[config.mk]
export PLATFORM = sky130hd
export DESIGN_NAME = vga_edge_detect
export DESIGN_NICKNAME = d
export VERILOG_FILES = /design/src/rtl/vga_edge_detect.sv
export SDC_FILE = /design/constraint.sdc
export NUM_CORES = 1
export LEC_CHECK = 0
export BUFFER_PORTS_ARGS = -buffer_cell sky130_fd_sc_hd__buf_2
export CAP_MARGIN = 0
export CORE_AREA = 2 2 39 41
export DETAILED_ROUTE_END_ITERATION = 10
export DIE_AREA = 0 0 41 43
export GPL_TIMING_DRIVEN = 1
export MAX_ROUTING_LAYER = met4
export PLACE_DENSITY = 0.34
export SETUP_SLACK_MARGIN = 0.05
export SYNTH_ARGS = -nofsm -noshare
export SYNTH_HDL_FRONTEND = slang
export SYNTH_SLANG_ARGS = --single-unit
[constraint.sdc]
create_clock -name clk_i -period 0.9 [get_ports clk_i]
set_input_delay 0.09 -clock clk_i [delete_from_list [all_inputs] [get_ports clk_i]]
set_output_delay 0.09 -clock clk_i [all_outputs]
set_load 0.01 [all_outputs]
[src/rtl/vga_edge_detect.sv]
// rtl/vga_edge_detect.sv - strobe-qualified edge detection on hsync_n, vsync_n and blank_n
module vga_edge_detect (
    input  logic clk_i,
    input  logic rst_ni,
    input  logic valid_i,
    input  logic hsync_n_i,
    input  logic vsync_n_i,
    input  logic blank_n_i,
    output logic hs_fall_o,
    output logic vs_fall_o,
    output logic bl_rise_o,
    output logic bl_fall_o
);

    logic hs_q, vs_q, bl_q;
    logic hs_d, vs_d, bl_d;

    always_comb begin
        hs_d = hs_q;
        vs_d = vs_q;
        bl_d = bl_q;
        if (valid_i) begin
            hs_d = hsync_n_i;
            vs_d = vsync_n_i;
            bl_d = blank_n_i;
        end
    end

    // Idle sync levels are high, so a stream starting low reads as a fall.
    always_ff @(posedge clk_i or negedge rst_ni) begin
        if (!rst_ni) begin
            hs_q <= 1'b1;
            vs_q <= 1'b1;
            bl_q <= 1'b1;
        end else begin
            hs_q <= hs_d;
            vs_q <= vs_d;
            bl_q <= bl_d;
        end
    end

    assign hs_fall_o = valid_i &  hs_q & ~hsync_n_i;
    assign vs_fall_o = valid_i &  vs_q & ~vsync_n_i;
    assign bl_rise_o = valid_i & ~bl_q &  blank_n_i;
    assign bl_fall_o = valid_i &  bl_q & ~blank_n_i;

endmodule

* Word-level counts from Yosys, hierarchy flattened *
Index checks and enable logic that the tools add are counted.
Widths: inputs -> output; s select.

word-level totals
  flip-flop bits (word level) = 3
  logic and storage cells = 15

cells by class
  bitwise gates (word level) = 12

operators by type and width
  cell         number
  $and 1x1->1  8
  $not 1->1    4

* Longest topological paths before layout *
Gate-level depths: netlist (run 1).

  depth in word-level cells = 3
  depth in mapped cells = 1
  gate-level depth less buffers = 1

* Worst setup path after synthesis (run 1) *
OpenSTA, ideal clock, no wires.

  path type = reg-to-output
  from = reg bl_q
  to = out bl_rise_o
  arrival = 699 ps
  data required time = 810 ps
  path slack = 111 ps
  cell stages (with the launch flop) = 2
  cells stage by stage = dfstp_2 and3b_1

on the way
  cells in the longest elaborated chain, start to end = 3

RTL lines
  item                      RTL line  text
  start, declared           15        logic hs_q, vs_q, bl_q;
  start signal, assigned    38        bl_q <= bl_d;
  $not 1->1                 44        assign bl_rise_o = valid_i & ~bl_q & blank_n_i;
  $and 1x1->1 (2 in a row)  44
  end, declared             11        output logic bl_rise_o,

Every way passes these cells.

* Worst setup path after layout (run 1) *
Ends and elaborated chain as after synthesis.

==> impl_metrics.csv, run 1 <==
group,metric,value,unit
run_status,status,"finished, violations left",
run_status,violations,"setup timing",
cts,htreeDepth,1,
route,drc,0,
yosys,yosysUniqueCellTypes,3,
cells_and_area,nNetsFinal,31,
die,ios,10,
setup_path,criticalPathCategory,"reg2out",
route,wl_met2,159,µm
route,wl_met1,89,µm
global_route,grt_pass1_vias,128,
setup_path,crit_path_max_incr_delay,0.52,ns
cts,cts_made_buffers,3,
timing,final.period_utilization,1.26,
route,vias,130,
cts,clock_path_buffers,2,
global_route,overflow,0,
yosys,ys_warn_count,0,
timing,rsz0062_at_grt,"yes",
timing,hold_viol_final,0,
setup_path,arrival,1.04,ns
route,finalWirelength,297,µm
yosys,synth_top_area_cell,"dfstp_2",
cells_and_area,final_util,0.180,
timing,maxSlewViolCount,0,
placed_design,place_area,213,µm²
timing,setup_viol,4,
setup_path,crit_fanout,3,
die,design.die.area,1760,µm²
power,p_leak,0.132,nW
timing,final.setup_skew,0,ns
power,power_density,1800,nW/µm²
setup_path,start_kind,"register",
die,core-area,1380,µm²
die,rows,14,
yosys,synth_top_area_frac,0.534,
yosys,synth_most_common_cell,"and3b_1",
cells_and_area,fillers,159,
route,route.met3.wl,48,µm
setup_path,slowest_stage,"dfstp_2",
yosys,synth-main-ff-cell,"dfstp_2",
yosys,syn_area_per_cell,14.8,µm²
yosys,synthCells,10,
cts,cts-root-buf,"clkbuf_4",
yosys,synthArstFlopShare,1.00,
setup_path,crit_path_end_kind,"output port",
route,wl_per_cell,7.43,µm
timing,max_freq,882,MHz
route,via_per_inst,3.25,
die,fp.dieH,43,µm
global_route,track_usage,0.0475,
cts,cts.repair.resized,0,
yosys,synth_area,148,µm²
yosys,synth.area.top_cells,"dfstp_2 (53%), and3b_1 (24%), mux2_1 (23%)",
route,dr.pass1.iters,1,
power,total_power,0.447,mW
cts,tritoncts,"done",
yosys,synth-edff-count,0,
route,drt_iter0_drc,0,
cells_and_area,drive_gt1_frac,0.625,
cells_and_area,areaGrowthSynthToFinish,68.6,%
timing,post-route-min-period,1.13,ns
cells_and_area,antenna_cells,0,
setup_path,cp.required,0.81,ns
route,ant_nets,0,
die,die_w,41,µm
job,cap_violations,0,
setup_path,path_delay_family,"flip-flops",
placed_design,placed_cells,35,
die,initial_core_util,0.107,
cells_and_area,instances_no_fill,40,
global_route,antenna_found_initial,0,
placed_design,place_congestion,0.469,
yosys,synthesis.nets,16,
setup_path,cp_num_buf_inv,1,
cts,clk_pin_slew,0.04,ns
timing,hold_ws,0.0949,ns
global_route,grt_max_degree,8,
placed_design,io_buffers,9,
cts,clock_latency,0.23,ns
timing,max-slew-margin-rel,0.922,
cts,cts.sinks,3,
min_path,hp-class,"in2reg",
cts,postCtsSetupBuffers,0,
route,highest_layer,"met3",
cells_and_area,final_cell_area,249,µm²
timing,layout_setup_ws,-0.233,ns
global_route,grt_first_pass_wirelength,483,µm
yosys,ys_seq_area_frac,0.534,
timing,tightest_slew,0.117,ns
setup_path,path_cells,"and3b_1, buf_2",
yosys,netlist_top_cells_count,"and3b_1 (4), dfstp_2 (3), mux2_1 (3)",
yosys,ys_ff_latch,3,
power,irDropWorstVdd,328,µV
[what timing repair did]
action                                  in CTS  in global routing
hold buffers                                 1                  0
pin swaps                                    0                  0
endpoints found under the setup margin       4                  4
endpoints found under the hold margin        3                  0
[final cells by class]
cell class	instances	area [µm²]	area share
repair buffers	10	55.1	0.221
flip-flops and latches	3	78.8	0.317
well taps	16	20.0	0.0804
clock buffers	4	26.3	0.106
multi-input cells	7	68.8	0.276
[kinds of logic after synthesis]
group / count (synthesis) / synth area share
simple gates: 4 / 0.237
flops: 3 / 0.534
mux: 3 / 0.229
[routing by layer]
layer	vias to the layer above	GRT usage
li1	64	-
met2	5	0.0656
met1	61	0.0326
met3	0	0.0471
met5	-	-
met4	0	0.0400
[cell usage in the layout (no fill, tap or decap)]
cell           synthesis  final
buf_2                  0      9
clkbuf_1               0      1
dfstp_2                3      3
clkbuf_4               0      3
dlygate4sd3_1          0      1
mux2_1                 3      3
and3b_1                4      4
[path summary, 6_finish.rpt]
path / cells after the start / slack (ns) / end / startpoint
setup / recovery: 2 / -0.23 / bl_rise_o / bl_q
hold / removal: 2 / 0.09 / vs_q / vsync_n_i
setup reg to reg: 1 / 0.19 / bl_q / bl_q
hold reg to reg: 1 / 0.64 / hs_q / hs_q
max in group asynchronous: 2 / 0.52 / hs_q / rst_ni
min in group asynchronous: 2 / 0.36 / vs_q / rst_ni
[where the power goes]
group	switching (mW)	total [mW]	internal, mW
Combinational	0.0229	0.0548	0.0318
Sequential	0.00571	0.165	0.159
Clock	0.0618	0.227	0.166
[sequential cells by signal, indices dropped and copies added (netlist names)]
name  cells
bl_q      1
vs_q      1
hs_q      1
[metrics by stage]
| stage | worst slack, ns | setup TNS, ns |
|---|---|---|
| 2_1_floorplan | 0.111 | 0 |
| 3_3_place_gp | 0.0188 | 0 |
| 3_5_place_dp | 0.00259 | 0 |
| 4_1_cts | -0.245 | -0.860 |
| 5_1_grt | -0.281 | -1.01 |
| 6_report | -0.233 | -0.807 |
Note: power is estimated with default switching activity, not from simulation.
==> run 2: changes to the inputs <==
==> constraint.sdc (replaced) <==
create_clock -name clk_i -period 0.9 [get_ports clk_i]
set_input_delay 0.09 -clock clk_i [delete_from_list [all_inputs] [get_ports clk_i]]
set_output_delay 0.09 -clock clk_i [all_outputs]
set_load 0.005 [all_outputs]
==> run 2 against run 1 <==
  * Hold slack lost 0.0055 ns
  * Via count grew 3.8%
  * Wire length shrank 0.67%
  * Combinational power shrank 7.7%
  * Sequential power is essentially flat
  * Clock power grew 2%
  * The flow still finishes with violations (setup timing)
  * Non-clock buffer count is the same
  * Fmax grew 1.2%
  * Die area is the same
  * Register-to-register slack is essentially flat
  * Final area is the same
  * Clock-buffer cell count is the same
==> impl_metrics.csv, run 2 (synthesized netlist as in run 1, its figures left out) <==
group,metric,value,unit
cells_and_area,instances_no_fill,40,
cells_and_area,final_util,0.180,
cts,clock_path_buffers,2,
setup_path,path_delay_family,"flip-flops",
job,cap_violations,0,
setup_path,cp_num_buf_inv,1,
setup_path,crit_fanout,3,
setup_path,crit_path_max_incr_delay,0.52,ns
setup_path,r2r-end,"bl_q",
power,irDropWorstVdd,340,µV
cells_and_area,final_common_cell,"buf_2",
cells_and_area,antenna_cells,0,
global_route,grt_pass1_vias,131,
setup_path,slowest_stage,"dfstp_2",
placed_design,place_congestion,0.468,
setup_path,start_kind,"register",
timing,maxSlewViolCount,0,
route,vias,135,
die,initial_core_util,0.107,
global_route,track_usage,0.0455,
cts,postCtsSetupBuffers,0,
setup_path,cp.required,0.81,ns
route,dr.pass1.iters,1,
timing,layout_setup_ws,-0.220,ns
timing,finalSetupTns,-0.746,ns
setup_path,rr_startpoint,"bl_q",
cells_and_area,areaGrowthSynthToFinish,68.6,%
global_route,grt_first_pass_wirelength,441,µm
min_path,hp-start,"vsync_n_i",
timing,rsz0062_at_grt,"yes",
route,drc,0,
cells_and_area,drive_gt1_frac,0.625,
route,ant_nets,0,
min_path,holdPathStages,2,
cts,tritoncts,"done",
cts,clock_latency,0.23,ns
min_path,worstHoldEndpoint,"vs_q",
cts,cts-root-buf,"clkbuf_4",
timing,max-slew-margin-rel,0.923,
placed_design,post-place-ws,0.0180,ns
global_route,antenna_found_initial,0,
route,wl_per_cell,7.38,µm
global_route,overflow,0,
die,design.die.area,1760,µm²
setup_path,crit_path_end_kind,"output port",
die,rows,14,
timing,post-route-min-period,1.12,ns
die,ios,10,
setup_path,arrival,1.03,ns
cts,htreeDepth,1,
die,core-area,1380,µm²
timing,setup_viol,4,
timing,hold_viol_final,0,
timing,max_freq,893,MHz
route,drt_iter0_drc,0,
min_path,hp-class,"in2reg",
cts,cts.repair.resized,0,
cells_and_area,reg.largest.list,"bl_q (1), hs_q (1), vs_q (1)",
route,finalWirelength,295,µm
setup_path,rrSetupSlack,0.19,ns
run_status,violations,"setup timing",
die,fp.dieH,43,µm
cts,cts_made_buffers,3,
run_status,status,"finished, violations left",
timing,tightest_slew,0.115,ns
placed_design,io_buffers,9,
setup_path,rr_worst_depth,1,
power,p_leak,0.132,nW
cts,cts.sinks,3,
die,die_w,41,µm
cts,clk_pin_slew,0.04,ns
timing,final.period_utilization,1.24,
setup_path,path_cells,"and3b_1, buf_2",
timing,final.setup_skew,0,ns
global_route,grt_max_degree,8,
cells_and_area,final_cell_mix,"buf_2 (9), and3b_1 (4), mux2_1 (3), dfstp_2 (3), clkbuf_4 (3)",
power,power_density,1790,nW/µm²
route,via_per_inst,3.38,
cells_and_area,nNetsFinal,31,
setup_path,criticalPathCategory,"reg2out",
placed_design,placed_cells,35,
## run 2: cell counts in the layout (fill, tap and decap cells not counted)
No cell type changed its count.
## run 2: worst max path at each step
stage	startpoint	to	slack, ns	cells after the start
2_1_floorplan	bl_q	bl_rise_o	0.13	1
3_3_place_gp	bl_q	bl_rise_o	0.03	2
3_5_place_dp	bl_q	bl_rise_o	0.02	2
4_1_cts	bl_q	bl_rise_o	-0.24	2
5_1_grt	bl_q	bl_rise_o	-0.26	2
6_report	bl_q	bl_rise_o	-0.22	2
## run 2: where the power goes
group,internal (mW),switching (mW)
clock,0.166,0.0651
sequential,0.159,0.00532
combinational,0.0316,0.0190
## run 2: what timing repair did
item	CTS	global route
endpoints found under the setup margin	4	4
hold buffers	1	0
endpoints found under the hold margin	3	0
## run 2: metal layers
| layer | up-vias | part of all wire | GRT usage |
|---|---|---|---|
| li1 | 64 | - | - |
| met1 | 66 | 0.26 | 0.0261 |
| met2 | 5 | 0.57 | 0.0656 |
| met3 | 0 | 0.17 | 0.0314 |
| met4 | 0 | 0 | 0.0600 |
| met5 | - | 0 | - |
## run 2: area by class of cell
type	count	area, µm²
fill	165	1130
tap	16	20.0
clock buffer	4	26.3
sequential	3	78.8
multi-input combinational	7	68.8
timing repair buffer	10	55.1
## run 2: per-stage QoR
| step | cell area [µm²] | total power, mW | hold WS, ns |
|---|---|---|---|
| CTS | 249 | 0.463 | 0.0835 |
| detailed placement | 213 | 0.215 | 0.0687 |
| global route | 249 | 0.478 | 0.0933 |
| floorplan | 148 | 0.186 | -0.0578 |
| global placement | 213 | 0.213 | 0.0641 |
| finish | 249 | 0.446 | 0.0894 |
==> run 3: changes to the inputs <==
--- a/config.mk
+++ b/config.mk
@@ -12,8 +12,8 @@
 export DIE_AREA = 0 0 41 43
 export GPL_TIMING_DRIVEN = 1
 export MAX_ROUTING_LAYER = met4
-export PLACE_DENSITY = 0.34
-export SETUP_SLACK_MARGIN = 0.05
+export PLACE_DENSITY = 0.41
+export SETUP_SLACK_MARGIN = 0.5
 export SYNTH_ARGS = -nofsm -noshare
 export SYNTH_HDL_FRONTEND = slang
 export SYNTH_SLANG_ARGS = --single-unit
==> run 3 against run 2 <==
  * Hold slack gained 0.017 ns
  * Utilization grew 0.72 points
  * Global-route usage grew 0.40 points
  * Cell count is the same
  * Wire length grew 19%
  * The run still ends with setup timing left
  * Sequential share of layout area shrank 1.2 points
  * Non-clock buffer count is the same
  * Highest routed layer unchanged
  * Fmax grew 0.50%
  * Worst setup slack gained 0.0056 ns
  * Critical path type unchanged
  * Total power grew 2.8%
==> impl_metrics.csv, run 3 (synthesized netlist as in run 1, its figures left out) <==
group,metric,value,unit
die,core-area,1380,µm²
route,drt_iter0_drc,2,
placed_design,place_congestion,0.694,
route,finalWirelength,352,µm
setup_path,rr_worst_depth,1,
cells_and_area,seq_area,78.8,µm²
route,drc,0,
cts,cts-root-buf,"clkbuf_4",
global_route,overflow,0,
cells_and_area,drive_gt1_frac,0.708,
setup_path,r2r-end,"bl_q",
global_route,grt_first_pass_wirelength,503,µm
power,seq_power_share,0.362,
placed_design,post-place-ws,0.0230,ns
timing,final.period_utilization,1.24,
die,ios,10,
setup_path,rr_startpoint,"bl_q",
job,cap_violations,0,
timing,rsz0062_at_grt,"yes",
timing,maxSlewViolCount,0,
die,initial_core_util,0.107,
timing,hold_viol_final,0,
timing,hold_ws,0.106,ns
power,p_leak,0.141,nW
min_path,holdPathStages,2,
cts,clock_latency,0.23,ns
cells_and_area,antenna_cells,0,
setup_path,arrival,1.02,ns
cells_and_area,fillers,152,
route,ant_nets,0,
timing,final.setup_skew,0,ns
run_status,status,"finished, violations left",
cts,clk_pin_slew,0.03,ns
min_path,worstHoldEndpoint,"bl_q",
run_status,violations,"setup timing",
die,fp.dieH,43,µm
setup_path,crit_fanout,3,
cts,tritoncts,"done",
power,power_density,1770,nW/µm²
setup_path,rrSetupSlack,0.19,ns
cts,htreeDepth,1,
power,irDropWorstVdd,761,µV
cells_and_area,multi_input_area,76.3,µm²
route,via_per_inst,3.18,
global_route,grt_pass1_vias,122,
timing,max_freq,897,MHz
cells_and_area,reg.largest.list,"bl_q (1), hs_q (1), vs_q (1)",
timing,max-slew-margin-rel,0.907,
cts,postCtsSetupBuffers,0,
power,pwr-share-clk,0.501,
timing,layout_setup_ws,-0.215,ns
global_route,grt_max_degree,8,
setup_path,cp.required,0.81,ns
die,design.die.area,1760,µm²
global_route,track_usage,0.0495,
cts,cts_made_buffers,3,
setup_path,crit_path_end_kind,"output port",
setup_path,criticalPathCategory,"reg2out",
route,vias,127,
setup_path,start_kind,"register",
route,wl_per_cell,8.80,µm
cts,cts.sinks,3,
cells_and_area,areaGrowthSynthToFinish,75.4,%
cells_and_area,final_util,0.187,
cells_and_area,final_cell_mix,"buf_2 (8), and3b_1 (4), dfstp_2 (3), clkbuf_4 (3), mux2_4 (2)",
die,die_w,41,µm
power,power_switching,0.0927,mW
cells_and_area,nNetsFinal,31,
route,dr.pass1.iters,2,
power,pwr-share-comb,0.137,
cells_and_area,final_common_cell,"buf_2",
setup_path,startpoint,"bl_q",
power,swShare,0.202,
min_path,hp-start,"blank_n_i",
cts,clock_path_buffers,2,
global_route,antenna_found_initial,0,
timing,post-route-min-period,1.11,ns
timing,tightest_slew,0.140,ns
timing,setup_viol,4,
power,p_int,0.366,mW
min_path,hp-class,"in2reg",
die,rows,14,
placed_design,io_buffers,9,
run 3: worst max path at each step:
stage | end | slack (ns) | cells past startpoint
floorplan | bl_rise_o | 0.13 | 1
global placement | bl_rise_o | 0.02 | 2
detailed placement | bl_rise_o | 0.02 | 2
CTS | hs_fall_o | -0.23 | 2
global route | bl_rise_o | -0.25 | 2
finish | bl_rise_o | -0.21 | 2
run 3: power groups by stage:
stage	sequential, mW	combinational (mW)	clock (mW)
6_report	0.166	0.0630	0.229
5_1_grt	0.167	0.0690	0.257
4_1_cts	0.166	0.0619	0.244
3_5_place_dp	0.167	0.0582	0
3_3_place_gp	0.166	0.0571	0
2_1_floorplan	0.165	0.0295	0
run 3: routing by layer:
layer  vias to the layer above  GRT usage  part of all wire
met1                        51     0.0680              0.64
li1                         66          -                 -
met5                         -          -                 0
met2                        10     0.0375              0.25
met3                         0     0.0471              0.11
met4                         0     0.0400                 0
run 3: worst max-delay path, stage by stage (launching register included):
cell and delay (ns):
dfstp_2 0.52, and3b_1 0.16, buf_2 0.12
run 3: final cells by class:
type	instances	share of cell area
Multi-Input combinational cell	7	0.295
Sequential cell	3	0.304
Timing Repair Buffer	10	0.222
Clock buffer	4	0.101
Tap cell	16	0.0773
run 3: stage by stage:
stage | instance area (µm²) | setup TNS [ns] | power [mW] | instances
4_1_cts | 256 | -0.856 | 0.472 | 40
6_report | 259 | -0.819 | 0.458 | 40
3_5_place_dp | 220 | 0 | 0.225 | 35
2_1_floorplan | 155 | 0 | 0.194 | 10
5_1_grt | 259 | -0.968 | 0.494 | 40
3_3_place_gp | 220 | 0 | 0.223 | 35
run 3: repair_timing:
item	CTS	global route
gates resized for setup	0	1
endpoints found under the setup margin	7	10
pin swaps	0	0
cloned	0	0
endpoints found under the hold margin	3	0
hold buffers	1	0
